--- config.mk ---
export PLATFORM = sky130hd
export DESIGN_NAME = temp_scan_seq
export DESIGN_NICKNAME = d
export VERILOG_FILES = /design/src/rtl/temp_scan_seq.sv
export SDC_FILE = /design/constraint.sdc
export NUM_CORES = 1
export LEC_CHECK = 0
export CORE_UTILIZATION = 50
export DETAILED_ROUTE_END_ITERATION = 7
export GPL_ROUTABILITY_DRIVEN = 0
export PLACE_DENSITY_LB_ADDON = 0.08
export SLEW_MARGIN = 20
export SYNTH_ARGS = -nofsm -noshare
export SYNTH_HDL_FRONTEND = slang
export SYNTH_SLANG_ARGS = --single-unit
--- constraint.sdc ---
create_clock -name lfClk -period 5.3 [get_ports lfClk]
set_input_delay 1.06 -clock lfClk [delete_from_list [all_inputs] [get_ports lfClk]]
set_output_delay 1.06 -clock lfClk [all_outputs]
set_load 0.005 [all_outputs]
--- src/rtl/temp_scan_seq.sv ---
// Multi-channel ring-oscillator temperature scan sequencer on the 32.768 kHz lfClk.
// Sequences NCH oscillators through one shared counter, averages 2**avgLog2 samples per channel, keeps sticky alarms.
module temp_scan_seq #(
  parameter int WIDTH = 10,
  parameter int NCH   = 4,
  parameter int CHW   = 2,
  parameter int WINW  = 4
) (
  input  logic             lfClk,
  input  logic             rst,
  input  logic             start,
  input  logic             stop,
  input  logic             contMode,
  input  logic [NCH-1:0]   chEn,
  input  logic [1:0]       avgLog2,
  input  logic [WINW-1:0]  winLen,
  input  logic [WIDTH-1:0] thrHi,
  input  logic             alarmClr,
  input  logic [WIDTH-1:0] count,
  output logic             resetCount,
  output logic [NCH-1:0]   pwrupOsc,
  output logic [CHW-1:0]   chSel,
  output logic             busy,
  output logic             done,
  output logic             cyclesValid,
  output logic [CHW-1:0]   cyclesCh,
  output logic [WIDTH-1:0] cycles,
  output logic [NCH-1:0]   alarm,
  output logic [2:0]       dbgState
);

  // Handshake: start is a level sampled only in IDLE; cyclesValid is a one-cycle
  // pulse with no back-pressure, cycles/cyclesCh are stable while it is high.

  typedef enum logic [2:0] {
    S_IDLE    = 3'd0,
    S_CLR     = 3'd1,
    S_PWRUP   = 3'd2,
    S_PWRDWN  = 3'd3,
    S_CAPTURE = 3'd4
  } state_t;

  localparam logic [NCH-1:0]  ONE_HOT0 = 1;
  localparam logic [WINW-1:0] WIN_ONE  = 1;

  state_t             state_q, state_d;
  logic [CHW-1:0]     ch_q, ch_d;
  logic [NCH-1:0]     en_q;
  logic [1:0]         avg_q;
  logic [WINW-1:0]    win_q, win_d;
  logic               cont_q;
  logic [WIDTH-1:0]   thr_q;
  logic [WINW-1:0]    win_cnt_q, win_cnt_d;
  logic [3:0]         samp_q, samp_d, samp_inc, samp_lim;
  logic [WIDTH+2:0]   acc_q, acc_d, acc_sum;
  logic               stop_pend_q, stop_eff;
  logic               latch_cfg;
  logic               res_valid_d;
  logic [WIDTH-1:0]   res_d;
  logic [CHW:0]       first_start, first_en, next_en;
  logic [NCH-1:0]     alarm_set;

  // Lowest enabled channel at or above lo; MSB flags whether one exists.
  function automatic logic [CHW:0] find_from(input logic [NCH-1:0] en, input int lo);
    logic [CHW:0] r;
    r = '0;
    for (int i = NCH - 1; i >= 0; i--) begin
      if (en[i] && (i >= lo)) r = {1'b1, CHW'(i)};
    end
    return r;
  endfunction

  assign dbgState = state_q;

  always_ff @(posedge lfClk or posedge rst) begin
    if (rst) state_q <= S_IDLE;
    else     state_q <= state_d;
  end

  always_comb begin
    state_d     = state_q;
    ch_d        = ch_q;
    win_cnt_d   = win_cnt_q;
    samp_d      = samp_q;
    acc_d       = acc_q;
    latch_cfg   = 1'b0;
    res_valid_d = 1'b0;
    res_d       = '0;
    win_d       = (winLen == '0) ? WIN_ONE : winLen;
    stop_eff    = stop_pend_q | stop;
    acc_sum     = acc_q + {3'b000, count};
    samp_inc    = samp_q + 4'd1;
    samp_lim    = 4'd1 << avg_q;
    first_start = find_from(chEn, 0);
    first_en    = find_from(en_q, 0);
    next_en     = find_from(en_q, int'(ch_q) + 1);
    case (state_q)
      S_IDLE: begin
        if (start && first_start[CHW]) begin
          state_d   = S_CLR;
          ch_d      = first_start[CHW-1:0];
          latch_cfg = 1'b1;
          acc_d     = '0;
          samp_d    = '0;
        end
      end
      S_CLR: begin
        state_d   = S_PWRUP;
        win_cnt_d = win_q - WIN_ONE;
      end
      S_PWRUP: begin
        if (win_cnt_q == '0) state_d = S_PWRDWN;
        else                 win_cnt_d = win_cnt_q - WIN_ONE;
      end
      S_PWRDWN: state_d = S_CAPTURE;
      S_CAPTURE: begin
        if (samp_inc < samp_lim) begin
          acc_d   = acc_sum;
          samp_d  = samp_inc;
          state_d = S_CLR;
        end else begin
          res_valid_d = 1'b1;
          res_d       = WIDTH'(acc_sum >> avg_q);
          acc_d       = '0;
          samp_d      = '0;
          if (stop_eff) begin
            state_d = S_IDLE;
          end else if (next_en[CHW]) begin
            ch_d    = next_en[CHW-1:0];
            state_d = S_CLR;
          end else if (cont_q) begin
            ch_d    = first_en[CHW-1:0];
            state_d = S_CLR;
          end else begin
            state_d = S_IDLE;
          end
        end
      end
      default: state_d = S_IDLE;
    endcase
  end

  always_ff @(posedge lfClk or posedge rst) begin
    if (rst) begin
      ch_q        <= '0;
      en_q        <= '0;
      avg_q       <= '0;
      win_q       <= WIN_ONE;
      cont_q      <= 1'b0;
      thr_q       <= '0;
      win_cnt_q   <= '0;
      samp_q      <= '0;
      acc_q       <= '0;
      stop_pend_q <= 1'b0;
    end else begin
      ch_q      <= ch_d;
      win_cnt_q <= win_cnt_d;
      samp_q    <= samp_d;
      acc_q     <= acc_d;
      if (latch_cfg) begin
        en_q   <= chEn;
        avg_q  <= avgLog2;
        win_q  <= win_d;
        cont_q <= contMode;
        thr_q  <= thrHi;
      end
      if (state_d == S_IDLE)                 stop_pend_q <= 1'b0;
      else if (state_q != S_IDLE && stop)    stop_pend_q <= 1'b1;
    end
  end

  // Outputs are registered from the next state so they line up with the state they describe.
  always_ff @(posedge lfClk or posedge rst) begin
    if (rst) begin
      resetCount  <= 1'b1;
      pwrupOsc    <= '0;
      chSel       <= '0;
      busy        <= 1'b0;
      done        <= 1'b1;
      cyclesValid <= 1'b0;
      cyclesCh    <= '0;
      cycles      <= '0;
    end else begin
      resetCount  <= (state_d == S_IDLE) || (state_d == S_CLR);
      pwrupOsc    <= (state_d == S_PWRUP) ? (ONE_HOT0 << ch_d) : '0;
      chSel       <= ch_d;
      busy        <= (state_d != S_IDLE);
      done        <= (state_d == S_IDLE);
      cyclesValid <= res_valid_d;
      if (res_valid_d) begin
        cycles   <= res_d;
        cyclesCh <= ch_q;
      end
    end
  end

  // Alarm evaluates the published result; a set in the same cycle as alarmClr survives.
  assign alarm_set = (cyclesValid && (cycles >= thr_q)) ? (ONE_HOT0 << cyclesCh) : '0;

  always_ff @(posedge lfClk or posedge rst) begin
    if (rst) alarm <= '0;
    else     alarm <= (alarmClr ? '0 : alarm) | alarm_set;
  end

endmodule

# Word-level counts from Yosys, hierarchy flattened
# Index checks and enable logic that the tools add are counted.
[classes] add_sub_neg=5 shift=4 n_bitwise=2 n_mux=45 order_cmp=6 eq_ne=8 reduce_logical=19
[ops] operator="two-way mux 3 bit" count=10
[ops] operator="two-way mux 4 bit" count=7
[ops] operator="two-way mux 13 bit" count=2
[ops] operator="case mux 13 bit (2 select lines)" count=1
[ops] operator="two-way mux 10 bit" count=2
[ops] operator="two-way mux 2 bit" count=9
[ops] operator="case mux 4 bit (2 select lines)" count=2
[ops] operator="case mux 3 bit (5 select lines)" count=1
[ops] operator="adder 13 x 10 -> 13 bit" count=1
[ops] operator=">> shifter 13 x 2 -> 10 bit" count=1
[ops] operator="left shift 1 x 2 -> 4 bit (first input constant)" count=3
[ops] operator="greater-or-equal comparator 10 bit" count=1
[ops] operator="two-way mux 1 bit" count=10
[ops] operator="equality test 3 x 2 -> 1 bit (second input constant)" count=3
[ops] operator="zero test 4 bit" count=2
[ops] operator="subtractor 4 x 1 -> 4 bit (second input constant)" count=2
[ops] operator="logical AND 1 bit" count=7
[ops] operator="equality test 3 x 1 -> 1 bit (second input constant)" count=2
[ops] operator="greater-or-equal comparator 1 x 3 -> 1 bit (first input constant)" count=2
[ops] operator="greater-or-equal comparator 2 x 3 -> 1 bit (first input constant)" count=2
[ops] operator="zero test 3 bit" count=2
[ops] operator="nonzero test 2 bit" count=3
[ops] operator="nonzero test 3 bit" count=2
[ops] operator="adder 4 x 1 -> 4 bit (second input constant)" count=1
[ops] operator="9 further kinds" count=11
[word_totals] input_bits=36 ff_bits=72 wordCells=108 output_inout_bits=29

# Longest topological paths before layout
# Gate-level depths: netlist of run 1.
[depth] depth_word=13 depth_mapped=11 ltp_nobuf=9

# Worst setup path before layout of run 1
# No wires, ideal clock.
[synth_timing] path_type="input to register" start="in count[0]" end="reg cycles[9]" setup_ns=0.132 cell_stages=9 arrival_ns=2.858 path_buffers=0 required_ns=5.168 slack_ns=2.310 path_cell_list="ha_1 > inv_1 > fa_1 > nor2b_4 > o31a_1 > o211a_4 > or4_1 > a32oi_1 > a221oi_2"
[synth_between] elab_chain_cells=4
[synth_lines] element="from (decl)" line="19" rtl="input logic [WIDTH-1:0] count,"
[synth_lines] element="adder 13 x 10 -> 13 bit" line="91" rtl="acc_sum = acc_q + {3'b000, count};"
[synth_lines] element=">> shifter 13 x 2 -> 10 bit" line="123" rtl="res_d = WIDTH'(acc_sum >> avg_q);"
[synth_lines] element="two-way mux 10 bit" line="117" rtl="if (samp_inc < samp_lim) begin"
[synth_lines] element="two-way mux 10 bit" line="97" rtl="case (state_q)"
[synth_lines] element="to (signal assigned)" line="191" rtl="cycles <= res_d;"
[synth_lines] element="to (decl)" line="27" rtl="output logic [WIDTH-1:0] cycles,"
# Every way passes these cells.
# A chain may end at the register's enable or synchronous reset.

# Worst setup path in the final report of run 1
[layout_timing] start="in chEn[3]" end="reg acc_q[11]"
[layout_between] elab_chain_cells=7
[layout_lines] element="from (decl)" line="14" rtl="input logic [NCH-1:0] chEn,"
[layout_lines] element="two-way mux 3 bit (4 in a row)" line="68" rtl="if (en[i] && (i >= lo)) r = {1'b1, CHW'(i)};"
[layout_lines] element="logical AND 1 bit" line="99" rtl="if (start && first_start[CHW]) begin"
[layout_lines] element="!= test 2 bit (no line)"
[layout_lines] element="AND reduction 2 bit (no line)"
[layout_lines] element="to (signal assigned)" line="153" rtl="acc_q <= '0;"
[layout_lines] element="to (signal assigned)" line="159" rtl="acc_q <= acc_d;"
[layout_lines] element="to (decl)" line="55" rtl="logic [WIDTH+2:0] acc_q, acc_d, acc_sum;"
# Every way passes these cells.

==> results.cfg, run 1 <==
[outcome]
status = complete, no violations

[global_route]
grt_pass1_wl_mm = 16.2
antenna_found_initial = 0
grt_usage_pct = 23.5
grt_overflow_total = 0
grt_pass1_vias = 3404
grt_max_degree = 41

[timing]
clock_skew_ns = 0.0130
timing.final.crit_share_pct = 61.4
fin_ws_ns = 2.05
relSlewSlack_pct = 39.8
finalHoldViolations = 0
rsz0062_at_grt = false
fin_setup_tns_ns = 0
drv_slew = 0
tightest_slew_ns = 0.901
setup_viol_count_final = 0
max_freq_mhz = 307
min_period_ns = 3.25

[logic_synthesis]
yosys.cell_types.count = 72
seq_area_frac_synth_pct = 42.7
yosysWarnings = 0
yosys-top-cells-area = dfrtp_1 41%, ha_1 7.4%, o21ai_0 5.1%, nand2_1 3.9%, a21oi_1 2.7%
synth_area_um2 = 4230
synth_cells = 443
ys.flop_type = dfrtp_1
synth.top_cell.area_share_pct = 40.8
synth_area_per_cell_um2 = 9.55
synth_edf_count = 0
synth_seq_cells = 72
yosysTopAreaCell = dfrtp_1
synthArstFlopShare_pct = 100
synth_nets = 505

[clock_tree]
clock-root-buffer = clkbuf_8
cts_hold_buf = 0
clock_path_buffers = 2
cts-resized-gates = 0
postCtsSetupRepairBufs = 0
cts.sinks = 72
cts_tree = yes
cts-buffers-inserted = 9
worstSkewPairLatency_ns = 0.34
cts-htree-levels = 3
path_clk_slew_ns = 0.08

[placed_design]
io_buffers = 64
place_ws_ns = 1.69
hpwl_mm = 7.12

[setup_path]
crit_required_ns = 5.56
path_depth = 7
timing.critical_path.from = chEn[3]
cp_cell_sequence = clkdlybuf4s50_1 > o41ai_1 > nor2_2 > buf_4 > a21oi_2 > o21ai_0 > o21ai_0
rr_worst_depth = 8
cp_common_cell = o21ai_0
slowest_delay_ns = 0.68
r2r_setup_slack_ns = 2.23
path_buf_inv = 2
r2r_start = avg_q[0]$_DFFE_PP0P_
cp_top_family = compound AO/OA/AOI/OAI gates
crit_type = input pin to register
critPathMaxFanout = 35
timing.rr.end = cycles[2]$_DFFE_PP0P_
cpMaxStageDelayCell = o41ai_1
start_kind = input pin
worst_setup_path_end_kind = register
cp.arrival_ns = 3.52

[die]
core_um2 = 8220
start_util_pct = 51.5
fp.dieArea_um2 = 8840
fp.dieH_um = 94.0
die_x_um = 94.0
io-pin-count = 65
fp-row-count = 33

[min_path]
hold_depth = 2
hold_class = register to register
hold_path_end = acc_q[3]$_DFFE_PP0P_
hold_start = acc_q[3]$_DFFE_PP0P_

[routing]
drcViolationCount = 0
viasPerCell = 5.75
ant_nets = 0
wire_per_inst_um = 15.6
drt_iter0_markers = 199
num_vias = 3541
drt_first_pass_iters = 4
wl_mm = 9.62

[power_and_ir_drop]
irDropWorstVdd_mv = 0.247
power_density_nw_per_um2 = 541
leakagePower_nw = 2.25

[cells_and_area]
antennaDiodeCount = 0
nNetsFinal = 568
layout-drive-gt1-share_pct = 8.81
syn_to_final_growth_pct = 21.1

[flow_run]
drv_cap = 0
## Yosys cell counts, types with 6 or more instances
master,number
dfrtp_1,69
or3_1,6
nor3_1,12
inv_1,30
o211ai_1,7
nor2_1,27
o21ai_0,43
o21a_1,6
nand3_1,7
a21o_1,8
mux2i_1,6
ha_1,25
mux2_2,9
nand2_1,44
a21oi_1,23
a22o_1,8
## registers in the layout, summed over array words and instances (netlist names)
register     cells
cont_q           1
chSel            2
win_q            4
avg_q            2
cyclesValid      1
alarm            4
thr_q           10
cycles          10
done             1
cyclesCh         2
en_q             4
acc_q           13
busy             1
resetCount       1
pwrupOsc         4
samp_q           4
stop_pend_q      1
win_cnt_q        4
dbgState         3
## per-stage QoR
step	cell area, µm²	utilization, %	total power [W]	hold WS [ns]	cells
5_1_grt	5120	62.4	0.00302	0.531	616
3_5_place_dp	4950	60.2	0.00238	0.485	600
6_report	5120	62.4	0.00277	0.498	616
3_3_place_gp	4950	60.2	0.00234	0.472	600
4_1_cts	5120	62.4	0.00278	0.503	616
2_1_floorplan	4230	-	0.00194	0.453	443
## final cells by class
cell class,instances,area (µm²)
clock buffer,12,145
clock inverter,4,30.0
fill,720,3090
inverter,33,124
multi-input combinational,324,2230
sequential,72,1810
tap,105,131
timing repair buffer,66,656
## where the power goes
part	internal (W)	switching [W]	total, W
logic	0.000666	0.000747	0.00141
registers	0.000768	0.000203	0.000971
clock network	0.000185	0.000202	0.000386
total	0.00162	0.00115	0.00277
## worst register-to-register path, cell delays in order, from the launching register on
cell and delay, ns:
dfrtp_1 0.62, inv_2 0.31, nand2_1 0.16, ha_1 0.32, o21ai_0 0.09, o21ai_0 0.29
o2111ai_2 0.47, clkinv_1 0.35, mux2_2 0.37
## routing by layer
layer | share of wire (%) | global-route usage [%]
met1 | 49 | 33.3
met2 | 45 | 36.6
met3 | 4.3 | 4.45
met4 | 1.6 | 6.79
met5 | 0 | 0
## worst max-delay path by stage
stage and to:
6_report acc_q[11]$_DFFE_PP0P_, 5_1_grt acc_q[11]$_DFFE_PP0P_, 4_1_cts acc_q[11]$_DFFE_PP0P_, 3_5_place_dp acc_q[11]$_DFFE_PP0P_, 3_3_place_gp cycles[2]$_DFFE_PP0P_, 2_1_floorplan cycles[9]$_DFFE_PP0P_
## cell usage in the layout, fill, tap and decap left out, types with 7 or more instances in the layout
| master | count |
|---|---|
| o21ai_0 | 43 |
| dfrtp_1 | 69 |
| nand2_1 | 44 |
| a22o_1 | 8 |
| a21oi_1 | 23 |
| o211ai_1 | 7 |
| nor2_1 | 27 |
| clkbuf_8 | 10 |
| inv_1 | 29 |
| nor3_1 | 12 |
| a21o_1 | 8 |
| ha_1 | 25 |
| mux2_2 | 9 |
| clkdlybuf4s50_1 | 64 |
| nand3_1 | 7 |
## logic make-up after synthesis
group / share of synthesized area (%)
simple gates: 15.8
fa+ha+maj: 7.86
xor+xnor: 1.45
buf+inv: 4.58
mux: 4.88
compound gates: 22.8
flops: 42.7
Power figures use the tool's default switching activity.
==> run 2: changes to the inputs <==
--- a/config.mk
+++ b/config.mk
@@ -5,7 +5,7 @@
 export SDC_FILE = /design/constraint.sdc
 export NUM_CORES = 1
 export LEC_CHECK = 0
-export CORE_UTILIZATION = 50
+export CORE_UTILIZATION = 49
 export DETAILED_ROUTE_END_ITERATION = 7
 export GPL_ROUTABILITY_DRIVEN = 0
 export PLACE_DENSITY_LB_ADDON = 0.08
==> constraint.sdc (replaced) <==
create_clock -name lfClk -period 2.8 [get_ports lfClk]
set_input_delay 0.56 -clock lfClk [delete_from_list [all_inputs] [get_ports lfClk]]
set_output_delay 0.56 -clock lfClk [all_outputs]
set_load 0.005 [all_outputs]
==> results.cfg, run 2 (same netlist as run 1, synthesis figures left out) <==
[setup_path]
slowest_delay_ns = 0.49
start_kind = input pin
critPathMaxFanout = 4
crit_type = input pin to register
cp_top_family = compound AO/OA/AOI/OAI gates
cp_cell_sequence = clkdlybuf4s50_1 > ha_1 > inv_1 > fa_1 > nor2b_4 > o31a_1 > o211a_4 > or4_1 > a32oi_1 > a221oi_2
path_buf_inv = 2
cp.arrival_ns = 2.86
worst_setup_path_end_kind = register
cpMaxStageDelayCell = or4_1
crit_required_ns = 3.03

[global_route]
grt_overflow_total = 0
antenna_found_initial = 0
grt_pass1_wl_mm = 16.9
grt_pass1_vias = 3579
grt_usage_pct = 24.3
grt_max_degree = 37

[timing]
relSlewSlack_pct = 55.7
fin_hold_ws_ns = 0.493
finalHoldViolations = 0
timing.final.crit_share_pct = 94.2
clock_skew_ns = 0.00936
drv_slew = 0
rsz0062_at_grt = false
tightest_slew_ns = 0.656
setup_viol_count_final = 0
max_freq_mhz = 379
min_period_ns = 2.64

[clock_tree]
cts_hold_buf = 0
path_clk_slew_ns = 0.08
worstSkewPairLatency_ns = 0.35
clock-root-buffer = clkbuf_8
cts-htree-levels = 3
cts.sinks = 72
clock_path_buffers = 2
cts_tree = yes
cts-buffers-inserted = 9

[min_path]
hold_class = register to register

[die]
io-pin-count = 65
fp.dieH_um = 94.9
start_util_pct = 51.0
fp-row-count = 33
fp.dieArea_um2 = 9010
core_um2 = 8300
die_x_um = 94.9

[flow_run]
drv_cap = 0

[routing]
drt_iter0_markers = 205
drcViolationCount = 0
wire_per_inst_um = 15.8
wl_mm = 10.3
drt_first_pass_iters = 5
num_vias = 3694
ant_nets = 0
viasPerCell = 5.67

[cells_and_area]
largest_reg_flops = 13
nNetsFinal = 604
utilization_pct = 65.7
antennaDiodeCount = 0
syn_to_final_growth_pct = 28.7
largestRegisters = acc_q x13, cycles x10, thr_q x10
layout-drive-gt1-share_pct = 15.2
final_cell_mix = 69 x dfrtp_1, 64 x clkdlybuf4s50_1, 44 x nand2_1
final_common_cell = dfrtp_1
regMostFlops = acc_q

[power_and_ir_drop]
leakagePower_nw = 2.45
irDropWorstVdd_mv = 0.496
power_density_nw_per_um2 = 1070

[placed_design]
hpwl_mm = 7.71
io_buffers = 64

[outcome]
status = complete, no violations
==> run 2: changes by cell type in the layout (fill, tap and decap cells not counted), sizes merged <==
cell and delta:
clkinvlp +1, clkbuf -2, bufinv +1, buf +36
==> run 2: path summary, 6_finish.rpt <==
kind | startpoint | endpoint | slack (ns) | depth (start not counted)
max | count[0] | cycles[9]$_DFFE_PP0P_ | 0.16 | 10
min | acc_q[2]$_DFFE_PP0P_ | acc_q[2]$_DFFE_PP0P_ | 0.49 | 2
max reg2reg | samp_q[0]$_DFFE_PP0P_ | cycles[2]$_DFFE_PP0P_ | 0.20 | 8
min reg2reg | acc_q[2]$_DFFE_PP0P_ | acc_q[2]$_DFFE_PP0P_ | 0.49 | 2
max in group asynchronous | rst | cycles[5]$_DFFE_PP0P_ | 1.62 | 3
min in group asynchronous | rst | pwrupOsc[0]$_DFF_PP0_ | 0.59 | 2
==> run 2: worst min-delay path: stages, from the launching register on <==
cell and delay (ns):
dfrtp_1 0.35, nand2_1 0.05, o21ai_0 0.06
==> run 2: metal layers <==
| metal | routed length [µm] | global-route usage (%) | vias to the layer above |
|---|---|---|---|
| li1 | - | - | 1825 |
| met1 | 5220 | 35.0 | 1777 |
| met2 | 4570 | 38.2 | 83 |
| met3 | 366 | 4.35 | 9 |
| met4 | 149 | 5.43 | 0 |
| met5 | 0 | 0 | - |
==> run 2: timing repair <==
action	CTS	global route
endpoints found under the setup margin	0	3
buffers inserted	0	0
resized for setup	0	1
==> run 2: per-stage QoR <==
stage	cells	worst slack (ns)	total power (W)	setup TNS [ns]	instance area, µm²
2_1_floorplan	443	0.310	0.00367	0	4230
3_3_place_gp	636	-0.122	0.00486	-0.504	5230
3_5_place_dp	636	-0.183	0.00497	-0.999	5230
4_1_cts	652	0.178	0.00586	0	5440
5_1_grt	652	0.00880	0.00633	0	5450
6_report	652	0.164	0.00585	0	5450
==> run 2: where the power goes <==
group	switching [W]	internal [W]	leakage, nW
Clock	0.000413	0.000439	0.0989
Sequential	0.000312	0.00146	0.908
Combinational	0.00164	0.00158	1.44
==> run 2: final cells by class <==
type                            instances  area, µm²
Multi-Input combinational cell        324       2240
Timing Repair Buffer                  102        938
Sequential cell                        72       1810
Clock inverter                          6       67.6
Tap cell                              105        131
Fill cell                             722       2850
Clock buffer                           10        138
Inverter                               33        124
==> run 3: changes to the inputs <==
--- a/config.mk
+++ b/config.mk
@@ -5,7 +5,8 @@
 export SDC_FILE = /design/constraint.sdc
 export NUM_CORES = 1
 export LEC_CHECK = 0
-export CORE_UTILIZATION = 49
+export ABC_AREA = 1
+export CORE_UTILIZATION = 50
 export DETAILED_ROUTE_END_ITERATION = 7
 export GPL_ROUTABILITY_DRIVEN = 0
 export PLACE_DENSITY_LB_ADDON = 0.08
==> results.cfg, run 3 <==
[outcome]
status = complete, no violations

[global_route]
grt_pass1_wl_mm = 17.1
grt_pass1_vias = 3677
grt_max_degree = 29
grt_overflow_total = 0
antenna_found_initial = 0
grt_usage_pct = 24.3

[timing]
setup_viol_count_final = 0
max_freq_mhz = 406
rsz0062_at_grt = false
drv_slew = 0
timing.final.crit_share_pct = 88.0
fin_setup_tns_ns = 0
finalHoldViolations = 0
clock_skew_ns = 0.0118
fin_hold_ws_ns = 0.479
relSlewSlack_pct = 55.9
tightest_slew_ns = 0.660
min_period_ns = 2.46

[routing]
num_vias = 3913
drt_first_pass_iters = 5
wire_per_inst_um = 13.6
ant_nets = 0
wl_mm = 10.2
drcViolationCount = 0
drt_iter0_markers = 259
viasPerCell = 5.20

[logic_synthesis]
yosysMostFrequentCell = nand2_1
synth.top_cell.area_share_pct = 39.6
yosys.cell_types.count = 42
synthArstFlopShare_pct = 100
synth_area_um2 = 4360
synth_area_per_cell_um2 = 7.60
yosysWarnings = 0
synth_seq_cells = 72
synth_cells = 574
yosys-top-cells-area = dfrtp_1 40%, nand2_1 16%, ha_1 7.2%, inv_1 6.4%, nand3_1 6.2%
synth_nets = 636
synth_commonest_cells = 181 x nand2_1, 74 x inv_1, 69 x dfrtp_1
synth_edf_count = 0
seq_area_frac_synth_pct = 41.4
ys.flop_type = dfrtp_1
yosysTopAreaCell = dfrtp_1

[die]
fp.dieH_um = 95.4
die_x_um = 95.4
io-pin-count = 65
fp-row-count = 33
start_util_pct = 52.3
core_um2 = 8340
fp.dieArea_um2 = 9100

[setup_path]
slowest_delay_ns = 0.58
cp_common_cell = nand2_1
crit_required_ns = 3.10
r2r_setup_slack_ns = 0.34
critPathMaxFanout = 14
r2r_start = avg_q[0]$_DFFE_PP0P_
rr_worst_depth = 14
timing.rr.end = cycles[8]$_DFFE_PP0P_
cp.arrival_ns = 2.76
cpMaxStageDelayCell = dfrtp_1
start_kind = register
worst_setup_path_end_kind = register
crit_type = register to register
cp_top_family = simple AND/OR/NAND/NOR gates
cp_cell_sequence = inv_1 > nor2_1 > inv_1 > ha_1 > nand2_1 > nand2_1 > nand2_2 > nand2_4 > nand2_4 > inv_2 > nand2_1 > nor2_1 > nand2_1 > nand2_1
path_buf_inv = 3

[clock_tree]
clock-root-buffer = clkbuf_8
cts_tree = yes
cts-htree-levels = 3
worstSkewPairLatency_ns = 0.36
cts.sinks = 72
cts-resized-gates = 0
clock_path_buffers = 2
cts_hold_buf = 0
postCtsSetupRepairBufs = 0
cts-buffers-inserted = 9
path_clk_slew_ns = 0.08

[power_and_ir_drop]
seq_power_share_pct = 31.1
p_sw_w = 0.00256
comb_power_share_pct = 51.8
irDropWorstVdd_mv = 0.525
internal_power_w = 0.00325
swShare_pct = 44.1
power_density_nw_per_um2 = 1090
leakagePower_nw = 2.74
clkPwrFrac_pct = 17.1

[cells_and_area]
fillers = 763
fin_cells = 753
final_common_cell = nand2_1
utilization_pct = 64.0
ff_latch_area_um2 = 1810
regMostFlops = acc_q
layout-drive-gt1-share_pct = 7.72
antennaDiodeCount = 0
nNetsFinal = 705
final_cell_mix = 181 x nand2_1, 73 x inv_1, 69 x dfrtp_1
largestRegisters = acc_q x13, cycles x10, thr_q x10
largest_reg_flops = 13
syn_to_final_growth_pct = 22.4
multi_input_area_um2 = 2160

[placed_design]
placed_cells = 737
io_buffers = 64
hpwl_mm = 7.84

[min_path]
hold_start = win_q[0]$_DFFE_PP1P_
hold_depth = 2
hold_class = register to register
hold_path_end = win_q[0]$_DFFE_PP1P_

[flow_run]
drv_cap = 0
==> run 3: worst register-to-register path, stage by stage (launching register included) <==
cell     delay [ns]
dfrtp_1        0.58
inv_1          0.28
nor2_1         0.24
inv_1          0.07
ha_1           0.27
nand2_1        0.05
nand2_1        0.08
nand2_2        0.07
nand2_4        0.11
nand2_4        0.13
inv_2          0.19
nand2_1        0.09
nor2_1         0.14
nand2_1        0.07
nand2_1        0.05
==> run 3: stage by stage <==
stage,power (W),setup WS (ns),area [µm²]
global route,0.00638,0.0791,5340
floorplan,0.00389,0.420,4360
CTS,0.00584,0.355,5340
global placement,0.00474,0.132,5100
finish,0.00581,0.337,5340
detailed placement,0.00482,0.117,5100
==> run 3: kinds of logic (layout without fill, tap and decap cells) <==
| family | after synthesis | in the layout | synth area share, % |
|---|---|---|---|
| AOI/OAI and AO/OA | 75 | 75 | 9.72 |
| xor gates and xnor gates | 7 | 7 | 1.41 |
| adders and majority gates | 26 | 26 | 7.63 |
| buffers and inverters | 94 | 168 | 9.06 |
| DFF | 72 | 72 | 41.4 |
| muxes | 1 | 1 | 0.229 |
| and+or+nand+nor | 299 | 299 | 30.6 |
==> run 3: routing by layer <==
| layer | vias to the layer above | share of wire (%) | global-route usage (%) |
|---|---|---|---|
| met4 | 0 | 0.97 | 6.47 |
| met3 | 10 | 5.0 | 4.15 |
| met5 | - | 0 | 0 |
| met1 | 1812 | 48 | 33.7 |
| li1 | 1991 | - | - |
| met2 | 100 | 46 | 39.3 |
==> run 3: final cells by class <==
cell class,count,area share [%]
clock inverters,6,1.83
multi-input cells,408,40.5
well taps,105,2.46
repair buffers,69,12.9
flip-flops and latches,72,33.8
inverters,83,5.93
clock buffers,10,2.58
==> run 3: power groups by stage <==
stage	logic, W	clock network [W]	registers [W]
after global routing	0.00345	0.00106	0.00187
final	0.00301	0.000993	0.00181
after detailed placement	0.00299	0	0.00182
after floorplan	0.00216	0	0.00173
after CTS	0.00302	0.00101	0.00181
after global placement	0.00293	0	0.00181
==> run 3: how the worst max path moves through the flow <==
stage / from / end / slack, ns / cells past startpoint
3_5_place_dp: count[0] / cycles[6]$_DFFE_PP0P_ / 0.12 / 15
3_3_place_gp: count[0] / cycles[6]$_DFFE_PP0P_ / 0.13 / 15
2_1_floorplan: rst / acc_q[0]$_DFFE_PP0P_ / 0.42 / 1
5_1_grt: avg_q[0]$_DFFE_PP0P_ / cycles[8]$_DFFE_PP0P_ / 0.08 / 14
6_report: avg_q[0]$_DFFE_PP0P_ / cycles[8]$_DFFE_PP0P_ / 0.34 / 14
4_1_cts: avg_q[0]$_DFFE_PP0P_ / cycles[8]$_DFFE_PP0P_ / 0.35 / 14
